File: src/rtl/alu_reg_file_pkg.sv
// Shared definitions for the register-file / ALU slice: data and address
// widths, the MIPS R-type funct codes and the index of $v0.
package alu_reg_file_pkg;

  localparam int DATA_W   = 32;
  localparam int ADDR_W   = 5;
  localparam int NUM_REGS = 32;
  localparam logic [ADDR_W-1:0] REG_V0 = 5'd2;

  typedef enum logic [5:0] {
    FN_SLL  = 6'h00,
    FN_SRL  = 6'h02,
    FN_SRA  = 6'h03,
    FN_SLLV = 6'h04,
    FN_SRLV = 6'h06,
    FN_SRAV = 6'h07,
    FN_JR   = 6'h08,
    FN_ADDU = 6'h21,
    FN_SUBU = 6'h23,
    FN_AND  = 6'h24,
    FN_OR   = 6'h25,
    FN_XOR  = 6'h26,
    FN_NOR  = 6'h27,
    FN_SLT  = 6'h2A,
    FN_SLTU = 6'h2B
  } funct_e;

endpackage

File: src/rtl/alu_reg_file_gpr_array.sv
// gpr_array: 32 x 32-bit general purpose registers with two combinational
// read ports, one synchronous write port and a dedicated $v0 tap.
// $0 is hard-wired to zero on read and never written. There is no
// write-to-read bypass: a read of the register being written returns the
// stored (old) value until the clock edge.
module gpr_array
  import alu_reg_file_pkg::*;
(
  input  logic              clk,
  input  logic              reset,
  input  logic [ADDR_W-1:0] addr_a,
  input  logic [ADDR_W-1:0] addr_b,
  input  logic [ADDR_W-1:0] write_addr,
  input  logic              write,
  input  logic [DATA_W-1:0] data_in,
  output logic [DATA_W-1:0] a,
  output logic [DATA_W-1:0] b,
  output logic [DATA_W-1:0] reg_v0
);

  logic [DATA_W-1:0] regs [NUM_REGS];

  // Storage update: reset clears everything and wins over a pending write.
  always_ff @(posedge clk) begin
    if (reset) begin
      for (int i = 0; i < NUM_REGS; i++) begin
        regs[i] <= '0;
      end
    end else if (write && (write_addr != '0)) begin
      regs[write_addr] <= data_in;
    end
  end

  assign a      = (addr_a == '0) ? '0 : regs[addr_a];
  assign b      = (addr_b == '0) ? '0 : regs[addr_b];
  assign reg_v0 = regs[REG_V0];

endmodule

File: src/rtl/alu_reg_file.sv
// alu_reg_file: register file (gpr_array) feeding a combinational MIPS
// R-type ALU. r is a pure function of a, b, shamt and fncode.
// Build option: define ALU_SHIFT_EN to implement the six shift codes;
// without it those codes return 0 like any undefined funct.
module alu_reg_file
  import alu_reg_file_pkg::*;
(
  input  logic        clk,
  input  logic        reset,
  input  logic [4:0]  addr_a,
  input  logic [4:0]  addr_b,
  input  logic [4:0]  write_addr,
  input  logic        write,
  input  logic [31:0] data_in,
  input  logic [5:0]  fncode,
  input  logic [4:0]  shamt,
  output logic [31:0] a,
  output logic [31:0] b,
  output logic [31:0] r,
  output logic [31:0] register_v0
);

  gpr_array u_gpr (
    .clk        (clk),
    .reset      (reset),
    .addr_a     (addr_a),
    .addr_b     (addr_b),
    .write_addr (write_addr),
    .write      (write),
    .data_in    (data_in),
    .a          (a),
    .b          (b),
    .reg_v0     (register_v0)
  );

`ifndef ALU_SHIFT_EN
  // Shift amount only feeds the shifter, which is absent in this build.
  logic unused_shamt;
  assign unused_shamt = ^shamt;
`endif

  // ALU result select; unknown functs fall through to zero.
  always_comb begin
    r = '0;
    case (fncode)
      FN_ADDU: r = a + b;
      FN_SUBU: r = a - b;
      FN_AND:  r = a & b;
      FN_OR:   r = a | b;
      FN_XOR:  r = a ^ b;
      FN_NOR:  r = ~(a | b);
      FN_SLT:  r = {31'b0, ($signed(a) < $signed(b))};
      FN_SLTU: r = {31'b0, (a < b)};
      FN_JR:   r = a;
`ifdef ALU_SHIFT_EN
      FN_SLL:  r = b << shamt;
      FN_SRL:  r = b >> shamt;
      FN_SRA:  r = $unsigned($signed(b) >>> shamt);
      FN_SLLV: r = b << a[4:0];
      FN_SRLV: r = b >> a[4:0];
      FN_SRAV: r = $unsigned($signed(b) >>> a[4:0]);
`endif
      default: r = '0;
    endcase
  end

endmodule

File: config.mk
export PLATFORM = sky130hd
export DESIGN_NAME = alu_reg_file
export DESIGN_NICKNAME = d
export VERILOG_FILES = /design/src/rtl/alu_reg_file_pkg.sv /design/src/rtl/alu_reg_file_gpr_array.sv /design/src/rtl/alu_reg_file.sv
export SDC_FILE = /design/constraint.sdc
export NUM_CORES = 2
export LEC_CHECK = 0
export BUFFER_PORTS_ARGS = -buffer_cell sky130_fd_sc_hd__buf_4
export CAP_MARGIN = 30
export CORE_UTILIZATION = 45
export CTS_CLUSTER_DIAMETER = 60
export DETAILED_ROUTE_END_ITERATION = 7
export GPL_ROUTABILITY_DRIVEN = 0
export HOLD_SLACK_MARGIN = 0.12
export SLEW_MARGIN = 20
export SYNTH_ARGS = -nofsm -noshare
export SYNTH_HDL_FRONTEND = slang
export SYNTH_SLANG_ARGS = --single-unit
File: constraint.sdc
create_clock -name clk -period 10.4 [get_ports clk]
set_clock_uncertainty 0.05 [all_clocks]
set_input_delay 0.52 -clock clk [delete_from_list [all_inputs] [get_ports clk]]
set_output_delay 0.52 -clock clk [all_outputs]
set_load 0.03 [all_outputs]
==> results_dict.tcl <==
set metrics [dict create \
    status "finished clean" \
    drive_gt1_frac 0.271 \
    cts_htree_levels 3 \
    hold_class "in -> reg" \
    crit_path_max_fanout 71 \
    ctsHoldBuffers 0 \
    path_class "in -> out" \
    hold_violations 0 \
    slew_headroom 0.268 \
    synth_edf_count 1024 \
    final_cell_count_no_fill 6111 \
    grtUsageMet1 0.390 \
    die_w_um 368 \
    drc 0 \
    antenna_found_initial 12 \
    critPathRequiredTime_ns 9.83 \
    dr.pass1.iters 7 \
    async_reset_ff_frac 0 \
    port_buffers 183 \
    postRouteWirelength_um 199000 \
    cts-root-buf "clkbuf_16" \
    crit_end "r[25]" \
    ant_nets 0 \
    use_met3 0.0471 \
    min_period_ns 7.58 \
    io_pins 189 \
    layout_common_cells "1024 x edfxtp_1, 998 x and2_1, 613 x mux4_2" \
    largest_register_ffs 1024 \
    busiest_layer "met2" \
    placed_cells 5912 \
    yosysTopAreaCellShare 0.509 \
    vias 38600 \
    critPathArrivalTime_ns 7.01 \
    cts_setup_buffers 0 \
    syn_area_mm2 0.0604 \
    grt_pass1_vias 38700 \
    core_mm2 0.133 \
    grt_max_degree 72 \
    grt_pass1_wl_um 282000 \
    ir_worst_vdd_v 0.000123 \
    setup_viol_count_final 0 \
    power_leakage_nw 23.7 \
    ys.flop_type "edfxtp_1" \
    row_count 134 \
    tritoncts "built" \
    synth.avg_cell_area_um2 14.3 \
    overflow 0 \
    use_met2 0.487 \
    ys_types 86 \
    drv_cap 0 \
    rsz0062_at_grt "false" \
    dp_hpwl_um 119000 \
    drv_slew 0 \
    drt_iter0_markers 5125 \
    syn_to_final_growth_pct 10.6 \
    start_util 0.453 \
    yosysTopAreaCell "edfxtp_1" \
    layout_commonest_cell "edfxtp_1" \
    dieArea_mm2 0.136 \
    crit_path_end_kind "output pin" \
    max_slew.worst_pin.slew_ns 1.09 \
    fmax_mhz 132 \
    nNetsFinal 4422 \
    ys_top_cells_by_area "edfxtp_1 51%, mux4_2 23%, and2_1 10%" \
    track_usage 0.292 \
    clockBufferDepth 3 \
    ys_ff_latch 1024 \
    postCtsResizedCells 0 \
    ys_seq_area_frac 0.509 \
    cts_buffers 107 \
    die_y_um 368 \
    vias_per_cell 6.31 \
    syn_inst 4230 \
    period_share 0.729 \
    cts_sinks 1024 \
    wl_per_cell_um 32.6 \
    startpoint_type "input port" \
    worstSetupStartpoint "addr_b[1]" \
    reg_top3 "u_gpr.regs (1024)" \
    clkTransAtPathRegs_ns 0.06 \
    synth_warnings 0 \
    largest_register "u_gpr.regs" \
    p_per_area_mw_per_mm2 162 \
    setup_tns_ns 0 \
]
-- worst min-delay path by stage --
stage                     slack [ns]   startpoint                end  cells past startpoint
after floorplan                 0.67  data_in[31]  u_gpr.regs[1][31]                      1
after global placement          0.98        reset  u_gpr.regs[0][26]                      1
after detailed placement        0.97        reset  u_gpr.regs[0][29]                      1
after CTS                       0.23        reset  u_gpr.regs[0][27]                      1
after global routing            0.27        reset  u_gpr.regs[0][29]                      1
final                           0.26        reset  u_gpr.regs[0][28]                      1
-- stage by stage --
stage          power, W  hold WS, ns  instance area (um2)   util  setup WS, ns
3_5_place_dp    0.00725        0.975                63600  0.477          2.83
4_1_cts          0.0108        0.232                66800  0.501          2.83
6_report         0.0108        0.264                66900  0.502          2.82
3_3_place_gp    0.00722        0.982                63600  0.477          2.80
2_1_floorplan   0.00648        0.668                60500      -          3.46
5_1_grt          0.0112        0.268                66900  0.502          2.43
-- power breakdown --
| part | internal (W) | leakage [nW] | total (W) | switching [W] |
|---|---|---|---|---|
| clock | 0.00201 | 1.60 | 0.00365 | 0.00163 |
| sequential | 0.00477 | 9.75 | 0.00488 | 0.000113 |
| combinational | 0.000917 | 12.4 | 0.00231 | 0.00140 |
-- layout make-up --
cell class                      instances  area (um2)
Timing Repair Buffer                  292        2300
Multi-Input combinational cell       2717       27900
Sequential cell                      1024       30700
Inverter                              111         417
Clock inverter                         56         348
Clock buffer                          137        2880
Fill cell                           11200       66400
Antenna cell                            6        15.0
Tap cell                             1768        2210
-- metal layers --
metal	vias up	part of all wire
li1	16100	-
met1	20300	0.40
met5	-	0.00027
met3	320	0.082
met4	8	0.030
met2	1857	0.49
-- Yosys cell counts, types with 15 or more instances --
cell      number
buf_1         43
nor2b_1       16
a21oi_1       85
mux2i_1       94
and2_1       998
a211oi_1      19
xnor2_1       40
mux4_2       613
nand2b_1      15
nor2_1       122
o21ai_0       61
or2_2         55
o21bai_1      15
a21o_1        44
nand3_1       23
clkbuf_1     314
inv_1        109
nand2_1      128
buf_2         36
ha_1         106
nor3_1        19
edfxtp_1    1024
a22oi_1       28
-- cell families (layout without fill, tap and decap cells) --
logic type,after synthesis,in the layout,share of synthesized area
adder cells (fa/ha/maj),108,108,0.0226
other,1,38,0.0000621
flip-flops,1024,1024,0.509
multiplexers,717,717,0.246
buffers and inverters,520,596,0.0349
XOR/XNOR,47,47,0.00681
AO/OA/AOI/OAI,369,369,0.0413
AND/OR/NAND/NOR,1444,1444,0.140
-- critical path: stages --
cell and delay [ns]:
buf_8 0.53, buf_4 0.58, mux2i_1 0.22, a22oi_1 0.19
a211oi_1 0.11, nor4_2 0.84, nand2_1 0.24, inv_1 0.15
ha_1 0.38, nand2b_1 0.16, a21o_1 0.11, a21oi_1 0.08
a2111oi_0 0.62, o311ai_0 0.30, a21oi_1 0.47, o311ai_0 0.35
o21ai_0 0.25, o211ai_1 0.13, xnor2_1 0.17, o221ai_1 0.28
buf_4 0.23
Power figures use the tool's default switching activity.
